$ cat config.mk
export PLATFORM = sky130hd
export DESIGN_NAME = registerfile_scoreboard
export DESIGN_NICKNAME = d
export VERILOG_FILES = /design/src/rtl/registerfile_scoreboard.sv
export SDC_FILE = /design/constraint.sdc
export NUM_CORES = 2
export LEC_CHECK = 0
export ABC_AREA = 1
export BUFFER_PORTS_ARGS = -buffer_cell sky130_fd_sc_hd__buf_2
export CAP_MARGIN = 40
export CORE_ASPECT_RATIO = 1.75
export CORE_UTILIZATION = 35
export CTS_CLUSTER_SIZE = 30
export DETAILED_ROUTE_END_ITERATION = 8
export HOLD_SLACK_MARGIN = 0.15
export SLEW_MARGIN = 20
export SYNTH_ARGS = -nofsm -noshare
export SYNTH_HDL_FRONTEND = slang
export SYNTH_SLANG_ARGS = --single-unit
$ cat constraint.sdc
create_clock -name clk -period 2.4 [get_ports clk]
set_input_delay 0.48 -clock clk [delete_from_list [all_inputs] [get_ports clk]]
set_output_delay 0.48 -clock clk [all_outputs]
set_load 0.02 [all_outputs]
$ cat src/rtl/registerfile_scoreboard.sv
// Register file with per-register pending (scoreboard) bits, write-through
// bypass on both read ports, and a one-register-per-cycle clear sweep.

module registerfile_scoreboard_cell #(
  parameter int WIDTH = 32
) (
  input  logic             clk,
  input  logic             rst_n,
  input  logic             wrEn,
  input  logic             setEn,
  input  logic             clrEn,
  input  logic [WIDTH-1:0] wData,
  output logic [WIDTH-1:0] q,
  output logic             pend
);

  always_ff @(posedge clk or negedge rst_n) begin
    if (!rst_n) begin
      q    <= '0;
      pend <= 1'b0;
    end else if (clrEn) begin
      q    <= '0;
      pend <= 1'b0;
    end else begin
      if (wrEn) q <= wData;
      // A same-cycle load issue outranks the retiring write.
      if (setEn)     pend <= 1'b1;
      else if (wrEn) pend <= 1'b0;
    end
  end

endmodule

module registerfile_scoreboard #(
  parameter int WIDTH  = 32,
  parameter int AWIDTH = 5
) (
  input  logic              clk,
  input  logic              rst_n,
  input  logic [AWIDTH-1:0] Ra,
  input  logic [AWIDTH-1:0] Rb,
  output logic [WIDTH-1:0]  Ba,
  output logic [WIDTH-1:0]  Bb,
  input  logic [AWIDTH-1:0] Rw,
  input  logic [WIDTH-1:0]  Bw,
  input  logic              Regwr,
  input  logic [AWIDTH-1:0] Rp,
  input  logic              Setp,
  output logic              Pa,
  output logic              Pb,
  input  logic              Clr,
  output logic              Busy
);

  localparam int DEPTH = 1 << AWIDTH;
  localparam logic [AWIDTH-1:0] LAST = {AWIDTH{1'b1}};

  localparam logic [0:0] IDLE  = 1'b0;
  localparam logic [0:0] CLEAR = 1'b1;

  logic [0:0]                   state;
  logic [AWIDTH-1:0]            idx;
  logic [DEPTH-1:0][WIDTH-1:0]  regQ;
  logic [DEPTH-1:0]             pendQ;
  logic                         busy;
  logic                         wrOk;
  logic                         setOk;

  assign busy  = (state == CLEAR);
  assign Busy  = busy;
  assign wrOk  = Regwr && !busy && (Rw != '0);
  assign setOk = Setp  && !busy && (Rp != '0);

  genvar g;
  generate
    for (g = 0; g < DEPTH; g++) begin : gReg
      if (g == 0) begin : gZero
        assign regQ[g]  = '0;
        assign pendQ[g] = 1'b0;
      end else begin : gCell
        registerfile_scoreboard_cell #(.WIDTH(WIDTH)) uCell (
          .clk   (clk),
          .rst_n (rst_n),
          .wrEn  (wrOk  && (Rw  == AWIDTH'(g))),
          .setEn (setOk && (Rp  == AWIDTH'(g))),
          .clrEn (busy  && (idx == AWIDTH'(g))),
          .wData (Bw),
          .q     (regQ[g]),
          .pend  (pendQ[g])
        );
      end
    end
  endgenerate

  // wrOk already excludes r0, so address 0 never bypasses.
  assign Ba = (wrOk && (Rw == Ra)) ? Bw : regQ[Ra];
  assign Bb = (wrOk && (Rw == Rb)) ? Bw : regQ[Rb];
  assign Pa = pendQ[Ra];
  assign Pb = pendQ[Rb];

  // Sweep runs idx = 1..DEPTH-1 and exits on the last one, so idx never wraps.
  always_ff @(posedge clk or negedge rst_n) begin
    if (!rst_n) begin
      state <= IDLE;
      idx   <= '0;
    end else begin
      case (state)
        IDLE: begin
          if (Clr) begin
            state <= CLEAR;
            idx   <= AWIDTH'(1);
          end
        end
        CLEAR: begin
          if (idx == LAST) state <= IDLE;
          else             idx   <= idx + AWIDTH'(1);
        end
        default: state <= IDLE;
      endcase
    end
  end

endmodule

Word level (Yosys, flattened, before mapping)

Index checks and enable logic that the tools add are counted.

Register bits: 1029
Input port bits: 57
Output and inout bits: 67

Add/sub/neg operators: 1
$lt $le $gt $ge: 2
Equal/unequal tests: 97
Muxes and demuxes: 171
Bitwise logic cells: 1
Reduce and logical (&&, ||, !) cells: 165

Operator list:

| cell                                                                   | number |
|---|---|
| 32-bit two-way mux                                                     | 66 |
| 32-bit binary-select mux with 5-bit select                             | 2 |
| 5-bit equality test (second input constant)                            | 48 |
| 5-bit by 4-bit equality test with 1-bit output (second input constant) | 24 |
| 1-bit logical AND                                                      | 99 |
| 1-bit two-way mux                                                      | 97 |
| 3-bit nonzero test                                                     | 31 |
| 2-bit nonzero test                                                     | 31 |
| 5-bit by 3-bit equality test with 1-bit output (second input constant) | 12 |
| 5-bit by 2-bit equality test with 1-bit output (second input constant) | 6 |
| 5-bit by 1-bit equality test with 1-bit output (second input constant) | 3 |
| 5-bit by 6-bit < comparator with 1-bit output (second input constant)  | 2 |
| 1-bit binary-select mux with 5-bit select                              | 2 |
| 5-bit equality test                                                    | 2 |
| 5-bit two-way mux                                                      | 2 |
| 5-bit case mux with 2 select lines                                     | 1 |
| 5-bit nonzero test                                                     | 2 |
| 5-bit by 1-bit adder with 5-bit output (second input constant)         | 1 |
| 2-bit inequality test (second input constant)                          | 2 |
| 1-bit case mux with 2 select lines                                     | 1 |
| 2-bit AND reduction                                                    | 1 |
| 1-bit logical NOT                                                      | 1 |
| 1-bit NOT                                                              | 1 |

Longest topological paths before layout

Depth after elaboration: 7
Depth in mapped cells: 13
Gate-level depth less buffers: 12

Modules after synthesis

Synthesis repeated with hierarchy kept, for this count alone.

Cell total of the unflattened synthesis: 10345
Area, all modules: 68428.1 um^2

Modules (own cells, without submodules):

| module                       | instances | cells an instance | area each (um^2) |
|---|---|---|---|
| registerfile_scoreboard_cell | 31        | 144               | 1385.1 |
| registerfile_scoreboard      | 1         | 5881              | 25490.7 |

Worst setup path before layout

No wires, ideal clock.

Kind: input to output
From: input Ra[2]
To: output Ba[11]
Arrival time: 1.759 ns
Required time: 1.920 ns
Setup slack: 0.161 ns
Stages: 9
Path buffers: 3
Cells stage by stage: clkbuf_1 -> clkinv_1 -> clkbuf_1 -> clkbuf_1 -> nand3_1 -> nand3_1 -> nand3_1 -> nand3_1 -> nand2_1

Longest elaborated chain between the ends: 3
Elaborated cells on any way between the ends: 5
Classes of those cells: 1 x eq/ne; 3 x mux; 1 x reduce/logical

RTL lines:

| element                                                                                  | RTL line | text |
|---|---|---|
| start, declared                                                                          | 40       | `input logic [AWIDTH-1:0] Ra,` |
| 32-bit binary-select mux with 5-bit select / 5-bit equality test (equally long branches) | 96       | `assign Ba = (wrOk && (Rw == Ra)) ? Bw : regQ[Ra];` |
| 32-bit two-way mux (implied by the code) / 1-bit logical AND (equally long branches)     | 96       |  |
| 32-bit two-way mux (*)                                                                   | 96       |  |
| end, declared                                                                            | 42       | `output logic [WIDTH-1:0] Ba,` |

Every way passes the cells marked *; elsewhere a longest branch is shown, timed or not. The select of a mux whose other input is x is not followed.

Worst setup path after layout

From: register state (netlist: Busy)
To: register gReg[9].gCell.uCell.q[26]

Longest elaborated chain between the ends: 5
Elaborated cells on any way between the ends: 7
Classes of those cells: 1 x mux; 6 x reduce/logical

RTL lines:

| element                        | RTL line | text |
|---|---|---|
| start, declared                | 61       | `logic [0:0] state;` |
| start signal, assigned         | 104      | `state <= IDLE;` |
| start signal, assigned         | 110      | `state <= CLEAR;` |
| start signal, assigned         | 115      | `if (idx == LAST) state <= IDLE;` |
| 1-bit logical NOT              | 71       | `assign wrOk = Regwr && !busy && (Rw != '0);` |
| 1-bit logical AND (2 in a row) | 71       |  |
| 1-bit logical AND              | 84       | `.wrEn (wrOk && (Rw == AWIDTH'(g))),` |
| 2-bit nonzero test (no line)   | -        |  |
| end signal, assigned           | 25       | `if (wrEn) q <= wData;` |
| end, declared                  | 13       | `output logic [WIDTH-1:0] q,` |

Several ways; a longest one is shown, not always the timed one.
A chain may end at the register's enable or synchronous reset.

==> impl_metrics.json <==
{
  "status": "complete, but fails checks",
  "violations": "design-rule violations, negative setup slack",
  "fp.dieH_um": 546,
  "ys_seq_elements": 1029,
  "drc_errors": 1,
  "tightest_slew_ns": 0.743,
  "synthArstFlopShare_pct": 100,
  "synth_edf_count": 0,
  "grt_max_degree": 103,
  "post-route-period-util_pct": 124,
  "reg2reg_to": "gReg[9].gCell.uCell.q[26]",
  "crit_path_end_kind": "register",
  "path_class": "register to register",
  "io_buffers": 123,
  "grt_pass1_vias": 64700,
  "wl_per_cell_um": 26.6,
  "finalSetupTns_ns": -47.84,
  "vias": 66700,
  "ys_types": 29,
  "clock-sinks": 1029,
  "design_area_um2": 73000,
  "worst_path_dominant_cell_family": "buffers and inverters",
  "final_cells": 11000,
  "holdPathEnd": "gReg[4].gCell.uCell.q[9]",
  "h-tree-depth": 3,
  "rows": 199,
  "drv_slew": 0,
  "holdCritStartpoint": "Bw[9]",
  "die_area_um2": 171000,
  "crit_chain": "nor2_4 > nand2_2 > buf_4 > buf_6 > buf_4 > buf_4 > buf_4 > buf_4 > buf_4 > buf_4 > buf_4 > buf_4 > buf_4 > buf_4 > nor2_4 > inv_4 > nand2_8 > buf_12 > o22ai_2",
  "initial_core_util_pct": 35.2,
  "p_leak_nw": 36.9,
  "drt-initial-drc-count": 9149,
  "drt.antenna.violating_nets": 0,
  "drt-total-wl_um": 294000,
  "place.gp.congestion": 1.00,
  "synth_most_common_cell": "nand2_1",
  "synth_area_um2": 59200,
  "power.density_nw_per_um2": 767,
  "hold_class": "primary input to register",
  "cts_root_buffer": "clkbuf_16",
  "numCtsBuffers": 97,
  "wl_met2_um": 130000,
  "relSlewSlack_pct": 50.5,
  "clkTransAtPathRegs_ns": 0.07,
  "synth_commonest_cells": "nand2_1 (2430), nand3_1 (2025), inv_1 (1053), dfrtp_1 (1029), o22ai_1 (692)",
  "layout.nets": 8789,
  "antenna_found_initial": 3,
  "fillers": 16800,
  "synth_warnings": 0,
  "clock_path_buffers": 3,
  "fin_crit_ns": 2.97,
  "netlist.area_leader.share_pct": 43.5,
  "ys_seq_area_share_pct": 43.5,
  "cp_slowest_cell": "dfrtp_2",
  "synth_top_area_cell": "dfrtp_1",
  "hold_violations": 0,
  "dpl.hpwl_um": 183000,
  "die_x_um": 313,
  "setup_ws_ns": -0.567,
  "crit_top_cell": "buf_4",
  "synth_cells": 8540,
  "setup_viol": 99,
  "placed_cells": 10800,
  "max_freq_mhz": 337,
  "syn-num-nets": 8603,
  "wl_met3_um": 33900,
  "first_pass_iters": 9,
  "track_usage_pct": 33.6,
  "drive_above_1_share_pct": 13.2,
  "timing.clock.skew_ns": 0.0202,
  "placed_area_um2": 67700,
  "maxCapViolCount": 0,
  "post_drt_via_cell_ratio": 6.05,
  "syn_avg_cell_area_um2": 6.93,
  "critPathMaxStageDelay_ns": 0.45,
  "utilization_pct": 43.5,
  "r2r-start": "Busy",
  "ys_top_cells_by_area": "dfrtp_1 (43%), nand3_1 (17%), nand2_1 (15%)",
  "met1Wirelength_um": 101000,
  "hold_path_depth": 3,
  "start_kind": "register",
  "grt_overflow": 0,
  "r2r_slack_ns": -0.57,
  "postSynth.topFlopCell": "dfrtp_1",
  "dp_slack_ns": -0.271,
  "grt_pass1_wl_um": 429000,
  "clk_latency_ns": 0.73,
  "area_growth_pct": 23.3,
  "crit_fanout": 8,
  "ioPinCount": 124,
  "cp.arrival_ns": 3.56,
  "vdd_ir_drop_max_uv": 527,
  "r2r_cells": 19,
  "coreArea_um2": 168000,
  "worstPathRequired_ns": 2.99,
  "routed.top_layer": "met5",
  "rsz0062_at_grt": "true",
  "tritoncts": "yes",
  "path_buf_inv": 14,
  "critPathLaunch": "Busy"
}
metal layers:
metal / up-vias / global-route usage, %
li1: 28400 / -
met4: 4 / 27.1
met2: 4904 / 52.7
met1: 31800 / 39.3
met3: 1603 / 7.33
met5: - / 0
sequential cells by signal (all words and copies together), names as in the netlist:
signal / cells
gReg.gCell.uCell.q: 992
gReg.gCell.uCell.pend: 31
idx: 5
Busy: 1
through the flow:
step / total power, W / hold WS (ns)
after floorplan: 0.0316 / 0.184
after global placement: 0.0379 / 0.512
after detailed placement: 0.0382 / 0.516
after CTS: 0.0555 / 0.153
after global routing: 0.0583 / 0.178
final: 0.0560 / 0.180
worst reg2reg max path: stages (launching register included):
cell,delay [ns]
dfrtp_2,0.45
nor2_4,0.16
nand2_2,0.08
buf_4,0.14
buf_6,0.11
buf_4,0.12
buf_4,0.12
buf_4,0.12
buf_4,0.12
buf_4,0.12
buf_4,0.12
buf_4,0.12
buf_4,0.12
buf_4,0.12
buf_4,0.14
nor2_4,0.14
inv_4,0.08
nand2_8,0.15
buf_12,0.21
o22ai_2,0.09
how the worst max path moves through the flow:
stage | endpoint | slack, ns | cells after the start
after global placement | Bb[10] | -0.26 | 12
after floorplan | Ba[11] | 0.16 | 9
after global routing | Bb[30] | -0.59 | 11
final | gReg[9].gCell.uCell.q[26] | -0.57 | 19
after CTS | Bb[28] | -0.49 | 11
after detailed placement | Bb[10] | -0.27 | 12
cell usage in the layout (no fill, tap or decap), types with 48 or more instances in the layout:
| cell type | netlist | layout |
|---|---|---|
| nand2_1 | 2430 | 2335 |
| nand3_1 | 2025 | 2007 |
| inv_1 | 1053 | 1046 |
| dfrtp_1 | 1029 | 1028 |
| o22ai_1 | 692 | 671 |
| buf_4 | 4 | 401 |
| o21ai_0 | 280 | 264 |
| buf_12 | 0 | 249 |
| clkbuf_16 | 0 | 102 |
| a21oi_1 | 98 | 94 |
| buf_2 | 176 | 79 |
| nand2_2 | 1 | 67 |
| nor2_1 | 65 | 59 |
| o21ai_1 | 52 | 56 |
| buf_6 | 0 | 48 |
cell families after synthesis:
| logic type | share of synthesized area, % |
|---|---|
| buffers and inverters | 11.9 |
| flip-flops | 43.5 |
| adder cells (fa/ha/maj) | 0.127 |
| AND/OR/NAND/NOR | 33.1 |
| XOR/XNOR | 0.0592 |
| AO/OA/AOI/OAI | 11.3 |
layout make-up:
class,count,area (µm²),area share [%]
Clock buffer,131,2790,3.82
Tap cell,2211,2770,3.79
Clock inverter,50,547,0.749
Timing Repair Buffer,829,9860,13.5
Timing Repair inverter,1,8.76,0.0120
Antenna cell,3,7.51,0.0103
Sequential cell,1029,25800,35.3
Multi-Input combinational cell,5698,27200,37.3
Inverter,1070,4090,5.60
power by group:
group	internal, W	switching (W)	leakage [nW]	total, W
clock network	0.00916	0.00764	1.64	0.0168
registers	0.0205	0.00110	14.2	0.0216
logic	0.00593	0.0117	21.1	0.0176
total	0.0356	0.0204	36.9	0.0560
what timing repair did:
action,CTS,global route
hold buffers,24,0
gates resized for setup,193,98
gates cloned,11,3
endpoints found under the setup margin,66,112
setup buffers,32,1
pin swaps,51,19
endpoints found under the hold margin,654,0
No activity file was read; power rests on OpenSTA's default activity.
